## config.mk

```make
export PLATFORM = sky130hd
export DESIGN_NAME = ex_forward_scoreboard
export DESIGN_NICKNAME = d
export VERILOG_FILES = /design/src/rtl/ex_forward_scoreboard_pkg.sv /design/src/rtl/ex_forward_scoreboard_fwd_mux.sv /design/src/rtl/ex_forward_scoreboard.sv
export SDC_FILE = /design/constraint.sdc
export NUM_CORES = 1
export LEC_CHECK = 0
export CAP_MARGIN = 0
export CORE_ASPECT_RATIO = 1.2
export CORE_MARGIN = 2
export CORE_UTILIZATION = 44
export DETAILED_ROUTE_END_ITERATION = 6
export GPL_ROUTABILITY_DRIVEN = 0
export GPL_TIMING_DRIVEN = 0
export HOLD_SLACK_MARGIN = 0.1
export PLACE_DENSITY = 0.81
export SYNTH_ARGS = -nofsm -noshare
export SYNTH_HDL_FRONTEND = slang
export SYNTH_SLANG_ARGS = --single-unit
```

## constraint.sdc

```tcl
create_clock -name clk -period 3.3 [get_ports clk]
set_clock_uncertainty 0.2 [all_clocks]
set_input_delay 0.495 -clock clk [delete_from_list [all_inputs] [get_ports clk]]
set_output_delay 0.495 -clock clk [all_outputs]
set_load 0.05 [all_outputs]
```

## src/rtl/ex_forward_scoreboard_pkg.sv

```systemverilog
// Shared constants for the EX-stage hazard logic: instruction opcode classes
// and the default register index width.
package ex_hazard_pkg;

    localparam int DEFAULT_REG_ADDR_W = 5;

    localparam logic [6:0] IMME_ARITH = 7'b0010011;
    localparam logic [6:0] ARITH      = 7'b0110011;
    localparam logic [6:0] COND_JMP   = 7'b1100011;
    localparam logic [6:0] UNCOND_JMP = 7'b1101111;
    localparam logic [6:0] LOAD       = 7'b0000011;
    localparam logic [6:0] STORE      = 7'b0100011;

endpackage

```

## src/rtl/ex_forward_scoreboard_fwd_mux.sv

```systemverilog
// One source channel's forwarding select: EX_MEM beats MEM_WB beats WB-hold,
// and register x0 is never forwarded at any level.
module ex_fwd_mux
    import ex_hazard_pkg::*;
#(
    parameter int XLEN       = 32,
    parameter int REG_ADDR_W = DEFAULT_REG_ADDR_W,
    parameter int WB_BYPASS  = 1
) (
    input  logic [REG_ADDR_W-1:0] rs,
    input  logic                  rs_used,
    input  logic                  ex_mem_regwrite,
    input  logic                  ex_mem_memread,
    input  logic [REG_ADDR_W-1:0] ex_mem_rd,
    input  logic [XLEN-1:0]       ex_mem_data,
    input  logic                  mem_wb_regwrite,
    input  logic [REG_ADDR_W-1:0] mem_wb_rd,
    input  logic [XLEN-1:0]       mem_wb_data,
    input  logic                  hold_valid,
    input  logic [REG_ADDR_W-1:0] hold_rd,
    input  logic [XLEN-1:0]       hold_data,
    output logic [XLEN-1:0]       fwd_data,
    output logic                  fwd_enable
);

    // A load sitting in EX_MEM has no data yet, so it must not win the EX_MEM level.
    always_comb begin
        fwd_data   = '0;
        fwd_enable = 1'b0;
        if (rs_used && (rs != '0)) begin
            if (ex_mem_regwrite && !ex_mem_memread && (ex_mem_rd != '0) && (ex_mem_rd == rs)) begin
                fwd_data   = ex_mem_data;
                fwd_enable = 1'b1;
            end else if (mem_wb_regwrite && (mem_wb_rd != '0) && (mem_wb_rd == rs)) begin
                fwd_data   = mem_wb_data;
                fwd_enable = 1'b1;
            end else if ((WB_BYPASS != 0) && hold_valid && (hold_rd != '0) && (hold_rd == rs)) begin
                fwd_data   = hold_data;
                fwd_enable = 1'b1;
            end
        end
    end

endmodule

```

## src/rtl/ex_forward_scoreboard.sv

```systemverilog
// EX-stage forwarding and hazard unit: per-channel operand forwarding plus a
// pending-load scoreboard that stalls EX until a needed load result is forwardable.
module ex_forward_scoreboard
    import ex_hazard_pkg::*;
#(
    parameter int XLEN            = 32,
    parameter int REG_ADDR_W      = DEFAULT_REG_ADDR_W,
    parameter int NUM_SRC         = 2,
    parameter int MAX_OUTSTANDING = 4,
    parameter int WB_BYPASS       = 1
) (
    input  logic                          clk,
    input  logic                          rst_n,
    input  logic [NUM_SRC*REG_ADDR_W-1:0] ID_EX_rs,
    input  logic [NUM_SRC-1:0]            ID_EX_rs_used,
    input  logic [REG_ADDR_W-1:0]         ID_EX_rd,
    input  logic                          ID_EX_memread,
    input  logic                          ex_valid,
    input  logic                          flush,
    input  logic [REG_ADDR_W-1:0]         EX_MEM_rd,
    input  logic                          EX_MEM_regwrite,
    input  logic                          EX_MEM_memread,
    input  logic [XLEN-1:0]               EX_MEM_ALU_result,
    input  logic [REG_ADDR_W-1:0]         MEM_WB_rd,
    input  logic                          MEM_WB_regwrite,
    input  logic [XLEN-1:0]               MEM_WB_result,
    input  logic                          mem_resp_valid,
    input  logic [REG_ADDR_W-1:0]         mem_resp_rd,
    output logic [NUM_SRC*XLEN-1:0]       EX_hazard_data,
    output logic [NUM_SRC-1:0]            EX_hazard_data_enable,
    output logic                          EX_stall,
    output logic                          load_full,
    output logic [31:0]                   stall_cycles,
    output logic                          sb_error
);

    localparam int NUM_REGS = 1 << REG_ADDR_W;
    localparam int CNT_W    = $clog2(MAX_OUTSTANDING + 1);
    localparam logic [CNT_W-1:0] CNT_MAX = CNT_W'(MAX_OUTSTANDING);

    logic [NUM_REGS-1:0]   pending_q, pending_d;
    logic [CNT_W-1:0]      outstanding_q, outstanding_d;
    logic                  wb_hold_valid_q;
    logic [REG_ADDR_W-1:0] wb_hold_rd_q;
    logic [XLEN-1:0]       wb_hold_data_q;
    logic [31:0]           stall_cycles_q;
    logic                  sb_error_q;

    logic [NUM_SRC-1:0]    src_hit;
    logic                  resp_ok;
    logic                  issue_load;

    for (genvar s = 0; s < NUM_SRC; s++) begin : g_src
        logic [REG_ADDR_W-1:0] rs;
        assign rs = ID_EX_rs[s*REG_ADDR_W +: REG_ADDR_W];

        // A response arriving this cycle for rs is forwardable from MEM_WB, so it is not a hit.
        assign src_hit[s] = ID_EX_rs_used[s] && (rs != '0) && pending_q[rs]
                            && !(mem_resp_valid && (mem_resp_rd == rs));

        ex_fwd_mux #(
            .XLEN       (XLEN),
            .REG_ADDR_W (REG_ADDR_W),
            .WB_BYPASS  (WB_BYPASS)
        ) u_fwd_mux (
            .rs              (rs),
            .rs_used         (ID_EX_rs_used[s]),
            .ex_mem_regwrite (EX_MEM_regwrite),
            .ex_mem_memread  (EX_MEM_memread),
            .ex_mem_rd       (EX_MEM_rd),
            .ex_mem_data     (EX_MEM_ALU_result),
            .mem_wb_regwrite (MEM_WB_regwrite),
            .mem_wb_rd       (MEM_WB_rd),
            .mem_wb_data     (MEM_WB_result),
            .hold_valid      (wb_hold_valid_q),
            .hold_rd         (wb_hold_rd_q),
            .hold_data       (wb_hold_data_q),
            .fwd_data        (EX_hazard_data[s*XLEN +: XLEN]),
            .fwd_enable      (EX_hazard_data_enable[s])
        );
    end

    assign load_full  = (outstanding_q == CNT_MAX);
    assign EX_stall   = ex_valid && !flush
                        && ((|src_hit) || (ID_EX_memread && load_full && !mem_resp_valid));
    assign issue_load = ex_valid && !flush && !EX_stall && ID_EX_memread;
    assign resp_ok    = mem_resp_valid && (outstanding_q != '0) && pending_q[mem_resp_rd];

    assign stall_cycles = stall_cycles_q;
    assign sb_error     = sb_error_q;

    // Clear on a good response first, then set on issue, so a same-register set wins.
    // A full counter with only a bogus response cannot grow past MAX_OUTSTANDING.
    always_comb begin
        pending_d     = pending_q;
        outstanding_d = outstanding_q;
        if (resp_ok) begin
            pending_d[mem_resp_rd] = 1'b0;
        end
        if (issue_load && (ID_EX_rd != '0)) begin
            pending_d[ID_EX_rd] = 1'b1;
        end
        if (issue_load && !resp_ok && !load_full) begin
            outstanding_d = outstanding_q + CNT_W'(1);
        end else if (!issue_load && resp_ok) begin
            outstanding_d = outstanding_q - CNT_W'(1);
        end
    end

    always_ff @(posedge clk or negedge rst_n) begin
        if (!rst_n) begin
            pending_q       <= '0;
            outstanding_q   <= '0;
            wb_hold_valid_q <= 1'b0;
            wb_hold_rd_q    <= '0;
            wb_hold_data_q  <= '0;
            stall_cycles_q  <= '0;
            sb_error_q      <= 1'b0;
        end else begin
            pending_q       <= pending_d;
            outstanding_q   <= outstanding_d;
            wb_hold_valid_q <= MEM_WB_regwrite && (MEM_WB_rd != '0);
            wb_hold_rd_q    <= MEM_WB_rd;
            wb_hold_data_q  <= MEM_WB_result;
            if (EX_stall && (stall_cycles_q != 32'hFFFF_FFFF)) begin
                stall_cycles_q <= stall_cycles_q + 32'd1;
            end
            if (mem_resp_valid && !resp_ok) begin
                sb_error_q <= 1'b1;
            end
        end
    end

endmodule

```

==> flow_summary_export.csv, run 1 <==
group,metric,value,unit
grt,grt_usage,0.2868,
logic_synthesis,synth-edff-count,0,
outcome,violations,"negative setup slack",
logic_synthesis,yosysWarnings,0,
power,pwr-share-comb,0.299,
logic_synthesis,syn_area_per_cell,9.888,um2
clock_network,cts_sinks,106,
logic_synthesis,synth_top_family_by_area,"multiplexers",
timing,timing.final.ws_setup,-0.001096,ns
clock_network,numCtsBuffers,9,
logic_synthesis,synth_compound_area_frac,0.1455,
timing,setup_viol,1,
grt,grt_max_degree,60,
place,dp_slack,-1.949,ns
hold_path,worstHoldEndpoint,"wb_hold_rd_q[2]",
logic_synthesis,synth.distinct_cells,62,
detailed_routing,first_pass_iters,5,
setup_path,cp.arrival,2.61,ns
clock_network,tritoncts,"done",
clock_network,insertion_delay,0.36,ns
timing,hold_slack,0.1170,ns
power,switchingPower,1.281,mW
logic_synthesis,ys_seq_elements,106,
detailed_routing,drt-total-wl,24800,um
power,internal-power,2.544,mW
layout,fin_area,11280,um2
timing,tightest_slew,1.205,ns
place,dp_cells,1116,
logic_synthesis,syn_area,7041,um2
logic_synthesis,synthTopCellsByArea,"dfrtp_1 38%, mux2i_1 10%, a211oi_1 6.8%, mux4_2 5.8%, xnor2_1 5.7%",
power,p_leak,4.292,nW
outcome,status,"finished, violations left",
logic_synthesis,synth_simple_gate_area_frac,0.1566,
detailed_routing,drc_errors,0,
place,placed_area,9968,um2
logic_synthesis,synth_flop_cell,"dfrtp_1",
place,dp_hpwl,16570,um
power,switching_share,0.3349,
logic_synthesis,seq_area_frac_synth,0.3768,
setup_path,r2r_end,"outstanding_q[2]",
logic_synthesis,yosysTopAreaCellShare,0.3768,
layout,final_cells,1175,
clock_network,clk_root_buffer_cell,"clkbuf_16",
grt,grt_overflow_total,0,
detailed_routing,wire_per_inst,21.10,um
place,portBuffers,195,
timing,rsz0062_at_grt,"yes",
logic_synthesis,synthMuxAreaShare,0.1768,
grt,grt_pass1_wl,38360,um
detailed_routing,viasPerCell,5.895,
power,p_per_area,339.2,nW/um2
logic_synthesis,synth_xor_area_frac,0.08832,
timing,fin_setup_tns,-0.001096,ns
detailed_routing,initialDrtViolationCount,419,
layout,nFillCells,1120,
setup_path,crit_required,2.60,ns
grt,antenna_found_initial,2,
floorplanning,die_y,142.6,um
logic_synthesis,synth_fa_ha_area_frac,0.004621,
grt,grt_pass1_vias,6965,
clock_network,clk_pin_slew,0.07,ns
detailed_routing,vias,6927,
floorplanning,rows,50,
timing,slew_headroom,0.1839,
hold_path,hold_start,"MEM_WB_rd[2]",
clock_network,cts-htree-levels,3,
power,ir_drop,0.5892,mV
flow_run,maxCapViolations,0,
setup_path,worstSetupStartpointType,"flop",
timing,drv_slew,0,
logic_synthesis,synth_top_area_cell,"dfrtp_1",
logic_synthesis,async_flop_share,1.000,
logic_synthesis,synth_nets,819,
setup_path,critical_path.max_fanout,5,
timing,min_period_over_period,1.000,
setup_path,path_class,"flop to output port",
layout,nets,1068,
clock_network,clockBufferDepth,2,
logic_synthesis,synthCells,712,
setup_path,worstSetupEndpointType,"output port",
timing,fmax,302.9,MHz
floorplanning,core_area,15640,um2
layout,drive_above_1_share,0.3385,
hold_path,hold_class,"input port to flop",
hold_path,holdPathStages,1,
floorplanning,start_util,0.4502,
setup_path,r2r_start,"pending_q[12]",
timing,min_period,3.301,ns
power,finalPower,3.825,mW
power,clock_power_share,0.295,
layout,final_core_util,0.7211,
layout,synthToLayoutAreaGrowth,60.19,%
timing,finalHoldViolations,0,
power,seq_power_share,0.406,
setup_path,r2r_slack,0.04,ns
floorplanning,die_x,119.5,um
setup_path,rr_worst_depth,10,
floorplanning,die_area,17030,um2
floorplanning,io_pins,206,
detailed_routing,ant_nets,0,
-- metal layers --
| metal | vias to the layer above | wire length [um] | global-route usage |
|---|---|---|---|
| met5 | - | 7 | 0 |
| met4 | 2 | 735 | 0.1307 |
| met3 | 66 | 1727 | 0.04768 |
| met2 | 345 | 12780 | 0.4971 |
| met1 | 3416 | 9546 | 0.3504 |
| li1 | 3098 | - | - |
-- synthesized netlist by cell type, types with 4 or more instances --
cell	count
dfrtp_1	106
nor2_1	81
mux2i_1	70
a211oi_1	64
o21ai_0	59
xnor2_1	46
nand2_1	39
clkbuf_1	25
xor2_1	25
nand4_1	23
mux4_2	18
nand3_1	17
buf_2	15
and3_1	13
inv_1	12
nand3b_1	8
buf_6	7
nor4_1	6
nor3_1	5
a22oi_1	4
buf_4	4
mux4_1	4
nor3b_1	4
-- cells by family after synthesis --
logic type,Yosys count
AND/OR/NAND/NOR,220
AO/OA/AOI/OAI,152
flip-flops,106
multiplexers,95
XOR/XNOR,71
buffers and inverters,66
adder cells (fa/ha/maj),2
-- registers in the layout (all words and copies together), names as in the netlist --
signal,cells
wb_hold_valid_q,1
wb_hold_data_q,32
sb_error,1
pending_q,32
stall_cycles,32
outstanding_q,3
wb_hold_rd_q,5
-- power groups by stage --
stage	combinational [mW]	clock [mW]	sequential (mW)
finish	1.14	1.13	1.55
global route	1.22	1.20	1.56
CTS	1.06	1.15	1.54
detailed placement	0.994	0	1.57
global placement	0.977	0	1.56
floorplan	0.548	0	1.62
-- cells in the final DEF, fill, tap and decap left out, types with 4 or more instances in the layout --
cell	n
clkdlybuf4s50_1	110
dfrtp_1	106
nor2_1	80
buf_6	71
mux2i_1	60
o21ai_0	56
a211oi_4	47
buf_4	41
xnor2_1	41
nand2_1	38
xor2_1	25
nand4_1	23
mux4_2	22
a211oi_2	17
clkbuf_16	16
buf_8	15
buf_2	13
and3_1	13
inv_1	11
nand3_1	10
mux2i_2	10
nand3b_1	8
nand3_2	6
clkbuf_2	5
clkbuf_8	5
clkbuf_4	5
dlygate4sd2_1	5
clkbuf_1	4
nor3_1	4
xnor2_2	4
-- timing repair --
| action | CTS | global route |
|---|---|---|
| setup buffers | 20 | 12 |
| gates resized for setup | 564 | 88 |
| hold endpoints to repair | 47 | 0 |
| endpoints found under the setup margin | 121 | 66 |
| hold buffers | 1 | 0 |
| pin swaps | 18 | 40 |
| gates cloned | 10 | 1 |
-- worst max path at each step --
stage | depth (start not counted) | to | startpoint | slack, ns
after global placement | 1 | wb_hold_data_q[5] | rst_n | -2.74
after floorplan | 8 | EX_hazard_data[12] | ID_EX_rs[3] | -0.38
after global routing | 10 | EX_hazard_data[19] | ID_EX_rs[4] | -0.08
final | 8 | EX_hazard_data[22] | wb_hold_rd_q[1] | -0.001
after CTS | 11 | EX_hazard_data[22] | EX_MEM_rd[0] | -0.02
after detailed placement | 10 | EX_hazard_data[10] | ID_EX_rs[3] | -1.95
-- layout make-up --
cell class	count	area [um2]	area share
multi-input combinational	542	5002	0.4435
inverter	12	47.55	0.004216
clock inverter	6	71.32	0.006324
antenna	1	2.502	0.0002219
clock buffer	10	229.0	0.02030
buffer	52	605.6	0.05369
tap	208	260.3	0.02308
timing repair buffer	238	2407	0.2134
sequential	106	2653	0.2352
-- critical path, cell delays in order (launching register included) --
cell	delay, ns
dfrtp_1	0.50
o21ai_4	0.12
nor4_4	0.34
a31oi_4	0.14
a221o_2	0.40
buf_12	0.16
buf_8	0.13
a211oi_4	0.25
buf_6	0.20
(Power assumes the default switching activity.)
==> inputs of run 2 (changes only) <==
--- a/config.mk
+++ b/config.mk
@@ -14,6 +14,7 @@
 export GPL_TIMING_DRIVEN = 0
 export HOLD_SLACK_MARGIN = 0.1
 export PLACE_DENSITY = 0.81
+export SLEW_MARGIN = 20
 export SYNTH_ARGS = -nofsm -noshare
 export SYNTH_HDL_FRONTEND = slang
 export SYNTH_SLANG_ARGS = --single-unit
==> run 2 against run 1 <==
Effect of this change: the flow still finishes with violations (negative setup slack); register-to-register slack got worse by 0.10 ns; worst hold slack got worse by 0.0047 ns; clock-buffer cell count shrank 1; sequential share of layout area increased by 0.37 points; clock power decreased by 4%; via count decreased by 1.4%; non-clock buffer count fell by 2.
==> flow_summary_export.csv, run 2 (synthesized netlist as in run 1, its figures left out) <==
group,metric,value,unit
floorplanning,core_area,15640,um2
floorplanning,io_pins,206,
layout,final_core_util,0.7100,
outcome,violations,"negative setup slack",
clock_network,cts_sinks,106,
grt,grt_max_degree,60,
timing,tightest_slew,0.8775,ns
setup_path,path_class,"flop to flop",
power,ir_drop,0.5846,mV
timing,rsz0062_at_grt,"yes",
hold_path,hold_start,"MEM_WB_rd[0]",
layout,final_common_cell,"clkdlybuf4s50_1",
timing,drv_slew,0,
setup_path,cp.arrival,3.44,ns
timing,finalHoldViolations,0,
grt,grt_pass1_wl,37250,um
place,dp_cells,1116,
setup_path,rr_worst_depth,10,
hold_path,worstHoldEndpoint,"wb_hold_rd_q[0]",
detailed_routing,viasPerCell,5.826,
clock_network,clk_root_buffer_cell,"clkbuf_16",
clock_network,cts-htree-levels,3,
setup_path,r2r_end,"outstanding_q[2]",
power,p_per_area,338.1,nW/um2
layout,final_cells,1172,
floorplanning,die_x,119.5,um
floorplanning,die_y,142.6,um
clock_network,insertion_delay,0.36,ns
setup_path,worstSetupEndpointType,"flop",
timing,hold_slack,0.1123,ns
timing,setup_viol,3,
setup_path,r2r_slack,-0.06,ns
layout,mostFrequentLayoutCells,"110 x clkdlybuf4s50_1, 106 x dfrtp_1, 80 x nor2_1, 73 x buf_6, 66 x mux2i_1",
clock_network,clockBufferDepth,2,
hold_path,hold_class,"input port to flop",
timing,min_period_over_period,1.019,
layout,synthToLayoutAreaGrowth,57.72,%
detailed_routing,vias,6828,
detailed_routing,initialDrtViolationCount,423,
grt,grt_usage,0.2769,
setup_path,r2r_start,"pending_q[29]",
floorplanning,die_area,17030,um2
hold_path,holdPathStages,1,
grt,grt_overflow_total,0,
layout,drive_above_1_share,0.3261,
grt,grt_pass1_vias,6755,
clock_network,numCtsBuffers,9,
place,dp_slack,-1.983,ns
timing,min_period,3.363,ns
detailed_routing,drt-total-wl,23950,um
setup_path,worstSetupStartpointType,"flop",
timing,timing.final.ws_setup,-0.06250,ns
setup_path,critical_path.max_fanout,4,
outcome,status,"finished, violations left",
detailed_routing,ant_nets,0,
flow_run,maxCapViolations,0,
floorplanning,rows,50,
layout,nets,1065,
detailed_routing,wire_per_inst,20.44,um
timing,slew_headroom,0.4105,
clock_network,tritoncts,"done",
detailed_routing,drc_errors,0,
power,p_leak,4.227,nW
setup_path,crit_required,3.38,ns
clock_network,clk_pin_slew,0.08,ns
timing,fmax,297.4,MHz
place,dp_hpwl,16550,um
floorplanning,start_util,0.4502,
place,portBuffers,195,
grt,antenna_found_initial,2,
detailed_routing,first_pass_iters,5,
## run 2: report_power, final
| part | internal [mW] | leakage [nW] | total, mW | switching, mW |
|---|---|---|---|---|
| Clock | 0.527 | 0.139 | 1.08 | 0.549 |
| Combinational | 0.525 | 2.73 | 1.13 | 0.606 |
| Sequential | 1.42 | 1.36 | 1.55 | 0.132 |
| Total | 2.47 | 4.23 | 3.75 | 1.29 |
## run 2: worst max-delay path by stage
stage | slack, ns | cells past startpoint | startpoint | end
final | -0.06 | 10 | pending_q[29] | outstanding_q[2]
after CTS | 0.001 | 10 | ID_EX_rs[3] | EX_hazard_data[0]
after global routing | -0.14 | 10 | pending_q[12] | outstanding_q[2]
after global placement | -2.74 | 1 | rst_n | wb_hold_data_q[5]
after detailed placement | -1.98 | 10 | ID_EX_rs[3] | EX_hazard_data[10]
after floorplan | -0.38 | 8 | ID_EX_rs[3] | EX_hazard_data[12]
## run 2: final cells by class
type                    count  area [um2]
multi-input cells         541        4887
fillers                  1165        4536
flip-flops and latches    106        2653
repair buffers            234        2336
plain buffers              54       633.1
well taps                 208       260.3
clock buffers               9       225.2
clock inverters             7       58.81
inverters                  12       48.80
diodes                      1       2.502
## run 2: timing repair
action,in CTS,in global routing
hold buffers,1,0
cloned,7,1
setup endpoints to repair,121,62
buffers inserted,17,15
resized for setup,554,73
hold endpoints to repair,47,0
pin swaps,20,22
## run 2: critical path: stages, from the launching register on
cell and delay (ns):
dfrtp_1 0.43, mux4_2 0.49, mux2i_1 0.17, a32o_1 0.19, a2111o_1 0.25, nand4_1 0.16
or3_4 0.40, fa_2 0.40, or2_4 0.24, or2_4 0.24, a31oi_4 0.13
## run 2: metrics by stage
step                total power [mW]  setup TNS, ns  instance area [um2]
detailed placement             2.564        -140.13                 9982
global placement               2.537        -425.92                 9943
finish                         3.755       -0.07522                11100
CTS                            3.687              0                10790
global route                   3.914         -2.140                11100
floorplan                      2.166         -11.67                 7731
## run 2: layer usage
metal  up-vias  global-route usage  wire length (um)  part of all wire
li1       3079                   -                 -                 -
met1      3411              0.3459              9357              0.39
met2       282              0.4758             12290              0.51
met3        52             0.05489              1668             0.070
met4         4              0.1034               615             0.026
met5         -                   0                20           0.00084
==> inputs of run 3 (changes only) <==
--- a/config.mk
+++ b/config.mk
@@ -8,12 +8,13 @@
 export CAP_MARGIN = 0
 export CORE_ASPECT_RATIO = 1.2
 export CORE_MARGIN = 2
-export CORE_UTILIZATION = 44
+export CORE_UTILIZATION = 49
+export CTS_CLUSTER_DIAMETER = 30
 export DETAILED_ROUTE_END_ITERATION = 6
 export GPL_ROUTABILITY_DRIVEN = 0
 export GPL_TIMING_DRIVEN = 0
 export HOLD_SLACK_MARGIN = 0.1
-export PLACE_DENSITY = 0.81
+export PLACE_DENSITY = 0.85
 export SLEW_MARGIN = 20
 export SYNTH_ARGS = -nofsm -noshare
 export SYNTH_HDL_FRONTEND = slang
==> constraint.sdc (replaced) <==
create_clock -name clk -period 3.4 [get_ports clk]
set_clock_uncertainty 0.2 [all_clocks]
set_input_delay 0.51 -clock clk [delete_from_list [all_inputs] [get_ports clk]]
set_output_delay 0.51 -clock clk [all_outputs]
set_load 0.005 [all_outputs]
==> run 3 against run 2 <==
Effect of this change: the run now ends clean; sequential cell count is the same; routed wire length is 0.96% lower; global-route usage is 1.9 points higher; sequential power shrank 3%; critical path type is now input port to flop; critical endpoint is now stall_cycles[11].
==> flow_summary_export.csv, run 3 (synthesized netlist as in run 1, its figures left out) <==
group,metric,value,unit
layout,final_common_cell,"clkdlybuf4s50_1",
grt,grt_pass1_wl,36260,um
detailed_routing,viasPerCell,6.208,
setup_path,cp_slowest_cell,"a2111o_1",
clock_network,cts_sinks,106,
power,seq_power_share,0.443,
power,switchingPower,1.062,mW
clock_network,tritoncts,"done",
floorplanning,core_area,14230,um2
floorplanning,die_area,15350,um2
grt,grt_usage,0.2958,
clock_network,clk_pin_slew,0.08,ns
timing,tightest_slew,0.7800,ns
setup_path,critical_path.max_fanout,10,
detailed_routing,drt-total-wl,23720,um
setup_path,path_class,"input port to flop",
setup_path,worstSetupEndpointType,"flop",
detailed_routing,vias,7040,
timing,min_period_over_period,0.9848,
setup_path,max_stage_delay,0.47,ns
detailed_routing,drc_errors,0,
detailed_routing,initialDrtViolationCount,761,
setup_path,worstSetupStartpointType,"input port",
place,dp_hpwl,16220,um
flow_run,maxCapViolations,0,
place,portBuffers,195,
clock_network,clk_root_buffer_cell,"clkbuf_16",
setup_path,cp.arrival,3.38,ns
setup_path,crit_required,3.43,ns
setup_path,worstPathCellList,"dlygate4sd2_1 > buf_6 > buf_4 > mux2i_1 > a32o_1 > a2111o_1 > buf_4 > a311oi_4 > buf_4 > o31a_1 > buf_6 > buf_8 > nand4_1 > xnor2_1",
timing,fmax,298.7,MHz
setup_path,r2r_slack,0.11,ns
timing,setup_viol,0,
place,dp_slack,-1.452,ns
grt,antenna_found_initial,4,
power,p_per_area,338.6,nW/um2
layout,mostFrequentLayoutCells,"112 x clkdlybuf4s50_1, 106 x dfrtp_1, 80 x nor2_1, 70 x mux2i_1, 56 x o21ai_0",
timing,timing.final.ws_setup,0.05178,ns
power,ir_drop,0.2942,mV
timing,drv_slew,0,
detailed_routing,first_pass_iters,7,
clock_network,clockBufferDepth,2,
detailed_routing,wire_per_inst,20.92,um
grt,grt_pass1_vias,6843,
clock_network,cts-htree-levels,3,
grt,grt_max_degree,66,
layout,drive_above_1_share,0.2526,
power,switching_share,0.3105,
layout,nets,1060,
power,internal-power,2.357,mW
power,finalPower,3.418,mW
detailed_routing,ant_nets,0,
layout,synthToLayoutAreaGrowth,43.42,%
hold_path,hold_class,"input port to flop",
layout,final_core_util,0.7094,
timing,rsz0062_at_grt,"yes",
floorplanning,die_x,113.4,um
timing,hold_slack,0.1417,ns
timing,min_period,3.348,ns
floorplanning,die_y,135.3,um
power,clock_power_share,0.305,
setup_path,cp_num_buf_inv,7,
power,p_leak,4.187,nW
clock_network,numCtsBuffers,9,
grt,grt_overflow_total,0,
setup_path,cp_common_cell,"buf_4",
setup_path,crit_family,"buffers and inverters",
timing,finalHoldViolations,0,
floorplanning,io_pins,206,
clock_network,insertion_delay,0.35,ns
power,pwr-share-comb,0.252,
outcome,status,"completed",
floorplanning,rows,48,
floorplanning,start_util,0.4946,
timing,slew_headroom,0.4760,
layout,nFillCells,1062,
[run 3: cell count changes in the layout (fill, tap and decap cells not counted), sizes merged]
| cell | before | now |
|---|---|---|
| clkbuf | 40 | 42 |
| clkdlybuf4s50 | 110 | 112 |
| nand3 | 18 | 17 |
| buf | 136 | 109 |
| dlygate4sd2 | 5 | 20 |
| clkdlybuf4s15 | 5 | 6 |
| dlymetal6s2s | 0 | 3 |
[run 3: layout make-up]
type	count	area [um2]	share of cell area
diodes	1	2.502	0.0002478
plain buffers	52	531.8	0.05266
clock buffers	9	225.2	0.02230
clock inverters	7	71.32	0.007063
inverters	12	45.04	0.004461
multi-input cells	540	4349	0.4307
flip-flops and latches	106	2653	0.2627
well taps	175	219.0	0.02169
repair buffers	232	2001	0.1981
[run 3: worst paths after layout]
check / depth (start not counted) / startpoint / end
worst min-delay path: 1 / MEM_WB_rd[0] / wb_hold_rd_q[0]
worst max-delay path: 14 / ID_EX_rs[6] / stall_cycles[11]
min in group asynchronous: 2 / rst_n / pending_q[22]
max in group asynchronous: 3 / rst_n / stall_cycles[12]
worst min register to register: 1 / sb_error / sb_error
worst max register to register: 10 / pending_q[21] / outstanding_q[2]
[run 3: per-layer routing]
| metal | up-vias | wire length [um] | track usage | share of wire |
|---|---|---|---|---|
| met4 | 6 | 895 | 0.1057 | 0.038 |
| met5 | - | 47 | 0 | 0.0020 |
| met1 | 3395 | 9193 | 0.3749 | 0.39 |
| met3 | 81 | 1740 | 0.05101 | 0.073 |
| li1 | 3119 | - | - | - |
| met2 | 439 | 11850 | 0.5106 | 0.50 |
[run 3: power by group through the flow]
stage | combinational (mW) | clock (mW) | sequential [mW]
finish | 0.861 | 1.04 | 1.51
global route | 0.926 | 1.11 | 1.53
CTS | 0.806 | 1.05 | 1.50
detailed placement | 0.769 | 0 | 1.52
global placement | 0.745 | 0 | 1.51
floorplan | 0.422 | 0 | 1.49
[run 3: timing repair]
item                                    4_1_cts  5_1_grt
gates resized for setup                     316       62
gates cloned                                  0        1
pin swaps                                    27       26
endpoints found under the setup margin      103       50
hold buffers                                  1        0
buffers inserted                             23       11
endpoints found under the hold margin        41        0
[run 3: per-stage QoR]
step | area [um2] | std cells | setup TNS, ns
2_1_floorplan | 7058 | 712 | -0.08926
3_3_place_gp | 9229 | 1082 | -363.61
3_5_place_dp | 9271 | 1083 | -98.82
4_1_cts | 9956 | 1123 | -0.02001
5_1_grt | 10100 | 1134 | -0.2281
6_report | 10100 | 1134 | 0
